==> src/rtl/add_sub_lanes_if.sv <==
// Request/response bundle for add_sub_lanes; master issues requests, slave returns results.
// No backpressure: a request to an occupied or nonexistent lane is rejected via err.
interface add_sub_lanes_if #(
  parameter int WIDTH = 32,
  parameter int LANES = 2
);
  localparam int SELW = (LANES > 1) ? $clog2(LANES) : 1;

  logic             start;
  logic [SELW-1:0]  lane_sel;
  logic [1:0]       op;
  logic [WIDTH-1:0] op1;
  logic [WIDTH-1:0] op2;
  logic [LANES-1:0] busy;
  logic             err;
  logic             done;
  logic [SELW-1:0]  done_lane;
  logic [WIDTH-1:0] res;
  logic             cout;
  logic             ovf;

  modport master (
    output start, lane_sel, op, op1, op2,
    input  busy, err, done, done_lane, res, cout, ovf
  );

  modport slave (
    input  start, lane_sel, op, op1, op2,
    output busy, err, done, done_lane, res, cout, ovf
  );
endinterface

==> src/rtl/add_sub_lanes.sv <==
// Multi-lane add/sub/compare unit: fixed LAT-cycle latency from accepted start to done.
// No stall path: requests to a busy or out-of-range lane are dropped and flagged by an err pulse.
module add_sub_lanes #(
  parameter int WIDTH = 32,
  parameter int LANES = 2,
  parameter int LAT   = 2
) (
  input logic            clk,
  input logic            rst,
  add_sub_lanes_if.slave bus
);
  localparam int SELW = (LANES > 1) ? $clog2(LANES) : 1;

  localparam logic [1:0] OP_ADD  = 2'b00;
  localparam logic [1:0] OP_SUB  = 2'b01;
  localparam logic [1:0] OP_SLT  = 2'b10;
  localparam logic [1:0] OP_SLTU = 2'b11;

  localparam logic [1:0] CNT_INIT = 2'(LAT - 1);

  // Per-lane state
  logic [LANES-1:0] busy_q;
  logic [1:0]       cnt_q [LANES];
  logic [1:0]       op_q  [LANES];
  logic [WIDTH-1:0] a_q   [LANES];
  logic [WIDTH-1:0] b_q   [LANES];

  // Lane decode and acceptance
  logic [LANES-1:0] sel_hit;
  logic [LANES-1:0] comp;
  logic [LANES-1:0] load;
  logic             lane_free;
  logic             accept;

  // Selected completing lane
  logic [1:0]       c_op;
  logic [WIDTH-1:0] c_a;
  logic [WIDTH-1:0] c_b;
  logic [SELW-1:0]  c_lane;
  logic             any_comp;

  // Arithmetic result
  logic [WIDTH:0]   sum;
  logic [WIDTH-1:0] r_res;
  logic             r_cout;
  logic             r_ovf;
  logic             lt_s;
  logic             lt_u;

  // Output registers
  logic             done_q;
  logic             err_q;
  logic [SELW-1:0]  lane_q;
  logic [WIDTH-1:0] res_q;
  logic             cout_q;
  logic             ovf_q;

  // Out-of-range selects simply match no lane, so no array is ever indexed past LANES-1.
  always_comb begin
    sel_hit = '0;
    comp    = '0;
    for (int i = 0; i < LANES; i++) begin
      sel_hit[i] = (bus.lane_sel == SELW'(i));
      comp[i]    = busy_q[i] && (cnt_q[i] == 2'd0);
    end
  end

  // A lane finishing on this edge can take a new request on the same edge.
  assign lane_free = |(sel_hit & (~busy_q | comp));
  assign accept    = bus.start && lane_free;
  assign load      = accept ? sel_hit : '0;
  assign any_comp  = |comp;

  // Fixed latency and one accept per cycle guarantee at most one completing lane.
  always_comb begin
    c_op   = '0;
    c_a    = '0;
    c_b    = '0;
    c_lane = '0;
    for (int i = 0; i < LANES; i++) begin
      if (comp[i]) begin
        c_op   = op_q[i];
        c_a    = a_q[i];
        c_b    = b_q[i];
        c_lane = SELW'(i);
      end
    end
  end

  assign lt_s = $signed(c_a) < $signed(c_b);
  assign lt_u = c_a < c_b;

  always_comb begin
    sum    = '0;
    r_res  = '0;
    r_cout = 1'b0;
    r_ovf  = 1'b0;
    case (c_op)
      OP_ADD: begin
        sum    = {1'b0, c_a} + {1'b0, c_b};
        r_res  = sum[WIDTH-1:0];
        r_cout = sum[WIDTH];
        r_ovf  = (c_a[WIDTH-1] == c_b[WIDTH-1]) && (r_res[WIDTH-1] != c_a[WIDTH-1]);
      end
      OP_SUB: begin
        // cout here is the inverted borrow of op1 - op2
        sum    = {1'b0, c_a} + {1'b0, ~c_b} + {{WIDTH{1'b0}}, 1'b1};
        r_res  = sum[WIDTH-1:0];
        r_cout = sum[WIDTH];
        r_ovf  = (c_a[WIDTH-1] != c_b[WIDTH-1]) && (r_res[WIDTH-1] != c_a[WIDTH-1]);
      end
      OP_SLT: begin
        r_res = {{(WIDTH-1){1'b0}}, lt_s};
      end
      default: begin
        r_res = {{(WIDTH-1){1'b0}}, lt_u};
      end
    endcase
  end

  always_ff @(posedge clk) begin
    if (!rst) begin
      busy_q <= '0;
      for (int i = 0; i < LANES; i++) begin
        cnt_q[i] <= 2'd0;
      end
      done_q <= 1'b0;
      err_q  <= 1'b0;
      lane_q <= '0;
      res_q  <= '0;
      cout_q <= 1'b0;
      ovf_q  <= 1'b0;
    end else begin
      err_q  <= bus.start && !accept;
      done_q <= any_comp;
      if (any_comp) begin
        lane_q <= c_lane;
        res_q  <= r_res;
        cout_q <= r_cout;
        ovf_q  <= r_ovf;
      end
      for (int i = 0; i < LANES; i++) begin
        if (load[i]) begin
          busy_q[i] <= 1'b1;
          cnt_q[i]  <= CNT_INIT;
        end else if (comp[i]) begin
          busy_q[i] <= 1'b0;
        end else if (busy_q[i]) begin
          cnt_q[i] <= cnt_q[i] - 2'd1;
        end
      end
    end
  end

  // Operand storage needs no reset: it is only read while the lane is busy.
  always_ff @(posedge clk) begin
    for (int i = 0; i < LANES; i++) begin
      if (load[i]) begin
        op_q[i] <= bus.op;
        a_q[i]  <= bus.op1;
        b_q[i]  <= bus.op2;
      end
    end
  end

  assign bus.busy      = busy_q;
  assign bus.err       = err_q;
  assign bus.done      = done_q;
  assign bus.done_lane = lane_q;
  assign bus.res       = res_q;
  assign bus.cout      = cout_q;
  assign bus.ovf       = ovf_q;
endmodule

==> src/flat_wrapper.sv <==
// flat-port wrapper written by rule: the top's interface ports become plain ports
module add_sub_lanes_flat 
#(
  parameter int WIDTH = 32,
  parameter int LANES = 2,
  parameter int LAT   = 2
)
  (clk, rst, bus_start, bus_lane_sel, bus_op, bus_op1, bus_op2, bus_busy, bus_err, bus_done, bus_done_lane, bus_res, bus_cout, bus_ovf);
  add_sub_lanes_if #(.WIDTH(WIDTH), .LANES(LANES)) bus_i ();
  input logic clk;
  input logic rst;
  input wire logic [$bits(bus_i.start)-1:0] bus_start;
  input wire logic [$bits(bus_i.lane_sel)-1:0] bus_lane_sel;
  input wire logic [$bits(bus_i.op)-1:0] bus_op;
  input wire logic [$bits(bus_i.op1)-1:0] bus_op1;
  input wire logic [$bits(bus_i.op2)-1:0] bus_op2;
  output wire logic [$bits(bus_i.busy)-1:0] bus_busy;
  output wire logic [$bits(bus_i.err)-1:0] bus_err;
  output wire logic [$bits(bus_i.done)-1:0] bus_done;
  output wire logic [$bits(bus_i.done_lane)-1:0] bus_done_lane;
  output wire logic [$bits(bus_i.res)-1:0] bus_res;
  output wire logic [$bits(bus_i.cout)-1:0] bus_cout;
  output wire logic [$bits(bus_i.ovf)-1:0] bus_ovf;
  assign bus_i.start = bus_start;
  assign bus_i.lane_sel = bus_lane_sel;
  assign bus_i.op = bus_op;
  assign bus_i.op1 = bus_op1;
  assign bus_i.op2 = bus_op2;
  assign bus_busy = bus_i.busy;
  assign bus_err = bus_i.err;
  assign bus_done = bus_i.done;
  assign bus_done_lane = bus_i.done_lane;
  assign bus_res = bus_i.res;
  assign bus_cout = bus_i.cout;
  assign bus_ovf = bus_i.ovf;
  add_sub_lanes #(.WIDTH(WIDTH), .LANES(LANES), .LAT(LAT)) u_core (.clk(clk), .rst(rst), .bus(bus_i));
endmodule
==> config.mk <==
export PLATFORM = sky130hd
export DESIGN_NAME = add_sub_lanes_flat
export DESIGN_NICKNAME = d
export VERILOG_FILES = /design/src/rtl/add_sub_lanes_if.sv /design/src/rtl/add_sub_lanes.sv /design/src/flat_wrapper.sv
export SDC_FILE = /design/constraint.sdc
export NUM_CORES = 1
export LEC_CHECK = 0
export ABC_AREA = 0
export CAP_MARGIN = 30
export CORE_UTILIZATION = 30
export CTS_BUF_LIST = sky130_fd_sc_hd__clkbuf_8
export CTS_CLUSTER_DIAMETER = 100
export CTS_CLUSTER_SIZE = 25
export DETAILED_ROUTE_END_ITERATION = 8
export GPL_ROUTABILITY_DRIVEN = 0
export MAX_ROUTING_LAYER = met4
export SLEW_MARGIN = 25
export SYNTH_ARGS = -nofsm -noshare
export SYNTH_HDL_FRONTEND = slang
export SYNTH_SLANG_ARGS = --single-unit
==> constraint.sdc <==
create_clock -name clk -period 11 [get_ports clk]
set_input_delay 1.65 -clock clk [delete_from_list [all_inputs] [get_ports clk]]
set_output_delay 1.65 -clock clk [all_outputs]
set_load 0.05 [all_outputs]
## Yosys cells after proc, flatten, opt, wreduce, memory -nomap -nowiden

Memories as Yosys holds them, arrays and structs flattened.
Cells that the tools add are included.

| operators by class | value |
|---|---|
| add/subtract/negate cells | 5 |
| $lt $le $gt $ge | 2 |
| eq/ne operators | 6 |
| mux-type cells | 47 |
| bitwise logic cells | 9 |
| reductions and logical operators | 17 |

Operators by type and width:

| operator | count |
|---|---|
| 32-bit 2-to-1 mux | 6 |
| 32-bit case mux with 3 select lines | 1 |
| 32-bit by 32-bit adder with 33-bit output | 2 |
| 32-bit less-than comparator | 2 |
| 32-bit OR reduction | 2 |
| 33-bit by 1-bit adder with 33-bit output, second input constant | 1 |
| 32-bit NOT | 1 |
| 1-bit 2-to-1 mux | 30 |
| 2-bit 2-to-1 mux | 8 |
| 1-bit logical AND | 6 |
| 2-bit logical NOT | 3 |
| 2-bit OR reduction | 3 |
| 1-bit OR | 4 |
| 1-bit case mux with 2 select lines | 2 |
| 2-bit nonzero test | 2 |
| 2-bit by 1-bit subtractor with 2-bit output, second input constant | 2 |
| 1-bit inequality test | 3 |
| 2-bit AND | 1 |
| 2-bit by 1-bit equality test with 1-bit output, second input constant | 1 |
| 2-bit equality test, second input constant | 1 |
| 2-bit NOT | 1 |
| 2-bit OR | 1 |
| 1-bit equality test | 1 |
| 1-bit logical NOT | 1 |
| 1-bit NOT | 1 |

| storage, ports and cells | value |
|---|---|
| register bits | 39 |
| bits in writable memories | 136 |
| logic and storage cells | 98 |
| memories | 4 |

Memory list:

| name | depth | width | read ports | clocked after Yosys merged registers in | wr ports | line | text |
|---|---|---|---|---|---|---|---|
| u_core.a_q | 2 | 32 | 2 | 0 | 1 | add_sub_lanes.sv:25 | `logic [WIDTH-1:0] a_q [LANES];` |
| u_core.b_q | 2 | 32 | 2 | 0 | 1 | add_sub_lanes.sv:26 | `logic [WIDTH-1:0] b_q [LANES];` |
| u_core.cnt_q | 2 | 2 | 2 | 0 | 2 | add_sub_lanes.sv:23 | `logic [1:0] cnt_q [LANES];` |
| u_core.op_q | 2 | 2 | 2 | 0 | 1 | add_sub_lanes.sv:24 | `logic [1:0] op_q [LANES];` |

## Depth between registers and ports, before layout

| depth | value |
|---|---|
| word-level depth | 12 |
| depth in mapped cells | 20 |
| gate-level depth less buffers | 17 |

## Worst setup path before layout

Ideal clock, no wire load.

| timing | value |
|---|---|
| path type | in2reg |
| start | input port bus_start |
| end | memory u_core.a_q[0][0] (enable) |
| data arrival time | 4.732 ns |
| required time | 10.502 ns |
| slack | 5.770 ns |
| stages on the path | 2 |
| cell sequence | nor2b_1 > nor2b_1 |

| between the ends | value |
|---|---|
| elaborated cells on any way between the ends | 9 |

RTL lines:

| what | line | text |
|---|---|---|
| from (decl) | flat_wrapper.sv:12 | `input wire logic [$bits(bus_i.start)-1:0] bus_start;` |
| 1-bit logical AND | add_sub_lanes.sv:70 | `assign accept = bus.start && lane_free;` |
| 2-bit 2-to-1 mux | add_sub_lanes.sv:71 | `assign load = accept ? sel_hit : '0;` |
| via u_core.load[0] | add_sub_lanes.sv:31 | `logic [LANES-1:0] load;` |
| 1-bit 2-to-1 mux | add_sub_lanes.sv:158 | `if (load[i]) begin` |
| 1-bit 2-to-1 mux (implied by the code) | add_sub_lanes.sv:160 | `a_q[i] <= bus.op1;` |
| 1-bit 2-to-1 mux (no source line) | -- |  |
| to (decl) | add_sub_lanes.sv:25 |  |

The timed path passes the listed nets, and every way through them passes these cells.

==> run metrics <==
status finished, final reports clean; Clock Power Share 28.7%; worst hold start u_core.bus.res[19]; R2R Setup Slk 6.20 ns; die width 184 µm; top cell type's share of synthesized area 41.1%; first-pass GRT wire length 40.3 mm; RSZ-0062 raised after global routing false; multi-input logic area 4630 µm²; min setup slack post-route 6.20 ns; hold path cells 2; hold buffers post-CTS 0; Routed Wire Length 25.7 mm; DIE AREA 33900 µm²; Syn Nets 1085; post-cts resize count 0; Post-DRT Antenna Nets 0; IO Port Bufs 108; Post-synth top flop edfxtp_1; Crit Path Max Fanout 62; most frequent cells in the layout edfxtp_1, clkdlybuf4s50_1, a21oi_1; post-synth top area cell edfxtp_1; Sw Pwr 0.485 mW; Final Hold Viols 0; Leak 4.54 nW; Synth Area per Inst 10.5 µm²; Reg area 4860 µm²; Final period util 43.6%; CTS root buf clkbuf_8; clock sinks 175; Mapped Area 9940 µm²; commonest non-fill, non-tap cell in the layout edfxtp_1; IO Count 109; # rows 66; worst-margin pin slew 0.945 ns; Slew Viols, Final 0; Layout Cell Area excl Fill 11800 µm²; initial antenna violation count 0; initial cell density of the core 30.5%; Worst-path clk slew 0.11 ns; TritonCTS Buffers 17; Core ar. 32500 µm²; WHS Endpoint u_core.bus.res[19]; total power per unit cell area 129 nW/µm²; vias in the first global route 7310; Max Cap Viol 0; Post-CTS Setup Bufs 0; fmax 208 MHz; sequential-to-total area share from yosys stat 49.0%; Longest Clk Path Bufs 2; Final nets 1163; crit end category register; Die H 184 µm; Synth Register Bits 175; n_diodes 0; worst slack, placed 6.30 ns; reg2reg start u_core.cnt_q[1][0]; reg2reg path depth 16; sequential group share of total power 49.6%; synth warn 0; Post-Place Cell Area 11400 µm²; Final min period 4.80 ns; worst r2r dst u_core.bus.ovf; hold crit path type register to register; library cells used by synthesis 81; EDFF count, synth 136; critical path data arrival time 5.18 ns; drt drc 0; Syn-to-layout area delta 18.7%; setup violators final 0; WS Path Type register to register; async set-reset flop share out of synthesis 0%; Slew Limit Headroom 37.0%; FILL cells 3290; Pre-antenna DRT Iters 5; top post-synthesis cells by area edfxtp_1, ha_1, dfxtp_1, a22o_1, a21oi_1; layout cell share with drive strength beyond 1 6.26%; GRT overflow 0; Int Power 1.04 mW; critical path required time 11.37 ns; vias per cell 5.06; overall via count from detail_route 7497; Max VDD drop 0.0723 mV; CTS tree built; largest net degree at the start of global routing 74; post-DP HPWL 18.9 mm; GRT Overall Usage 16.0%; combinational share of power 21.8%; Clock Latency Late Sink 0.48 ns; Cells after Synth 948; DR WL/cell 17.3 µm; htree depth 4; Total Power 1.52 mW; Setup crit start kind register; setup tns final 0 ns; final core occ 36.3%; drt initial violations 613; clk_skew 0.0156 ns; switching share of power 31.8%
## power groups by stage
stage          sequential [mW]  clock (mW)  combinational, mW
2_1_floorplan            0.789           0              0.202
3_3_place_gp             0.770           0              0.327
3_5_place_dp             0.771           0              0.329
4_1_cts                  0.756       0.452              0.331
5_1_grt                  0.759       0.475              0.361
6_report                 0.756       0.437              0.332
## final cells by class
type	count	area share, %
clock buffer	17	1.98
clock inverter	15	1.26
inverter	62	1.97
multi-input combinational	655	39.3
sequential	175	41.2
tap	442	4.69
timing repair buffer	115	9.61
## synth_stat cells, drive strengths merged, types with 21 or more instances
library cell / instances
edfxtp: 136
a21oi: 69
ha: 65
nand2: 63
inv: 62
nor2: 56
o21ai: 56
a22o: 44
dfxtp: 39
clkbuf: 35
a22oi: 34
nor2b: 28
buf: 21
## layer usage
layer | wire length, µm | global-route usage (%)
met4 | 514 | 5.50
met3 | 1250 | 2.34
met5 | 0 | -
met2 | 11600 | 23.8
met1 | 12300 | 22.0
## how the worst max path moves through the flow
stage | end | slack (ns) | startpoint
6_report | u_core.bus.ovf | 6.20 | u_core.cnt_q[1][0]
5_1_grt | u_core.bus.res[21] | 5.84 | u_core.cnt_q[0][0]
4_1_cts | u_core.bus.ovf | 6.26 | u_core.cnt_q[1][0]
3_5_place_dp | u_core.bus.ovf | 6.30 | u_core.cnt_q[1][0]
3_3_place_gp | u_core.bus.ovf | 6.44 | u_core.cnt_q[1][0]
2_1_floorplan | u_core.a_q[0][0] | 5.77 | bus_start
## sequential cells by signal, summed over array words and instances (netlist names)
name,flops
u_core.bus.err,1
u_core.bus.ovf,1
u_core.b_q,64
u_core.bus.cout,1
u_core.bus.res,32
u_core.bus.done,1
u_core.a_q,64
u_core.bus.busy,2
u_core.cnt_q,4
u_core.bus.done_lane,1
u_core.op_q,4
## cells by family (layout without fill, tap and decap cells)
| family | Yosys count | after routing | share of synthesized area, % |
|---|---|---|---|
| buffers and inverters | 118 | 209 | 4.72 |
| xor gates and xnor gates | 29 | 29 | 2.56 |
| AOI/OAI and AO/OA | 324 | 324 | 23.3 |
| muxes | 3 | 3 | 0.315 |
| and+or+nand+nor | 232 | 232 | 11.6 |
| DFF | 175 | 175 | 49.0 |
| adders and majority gates | 67 | 67 | 8.59 |
## worst max-delay path, cell delays in order (launching register included)
cell      delay, ns
edfxtp_1       0.38
inv_1          0.06
ha_1           0.24
and2_2         0.23
nor2_4         0.18
buf_4          0.57
a22oi_1        0.21
ha_1           0.58
inv_1          0.11
a21oi_1        0.26
a31oi_1        0.22
o41ai_1        0.41
nor2_1         0.18
o221a_4        0.31
o211ai_1       0.23
a211oi_1       0.10
or3_1          0.34
## stage by stage
step	instances	hold WS, ns
global placement	1448	0.437
finish	1481	0.459
global route	1481	0.474
floorplan	948	0.618
CTS	1481	0.466
detailed placement	1449	0.443
Power figures use the tool's default switching activity.
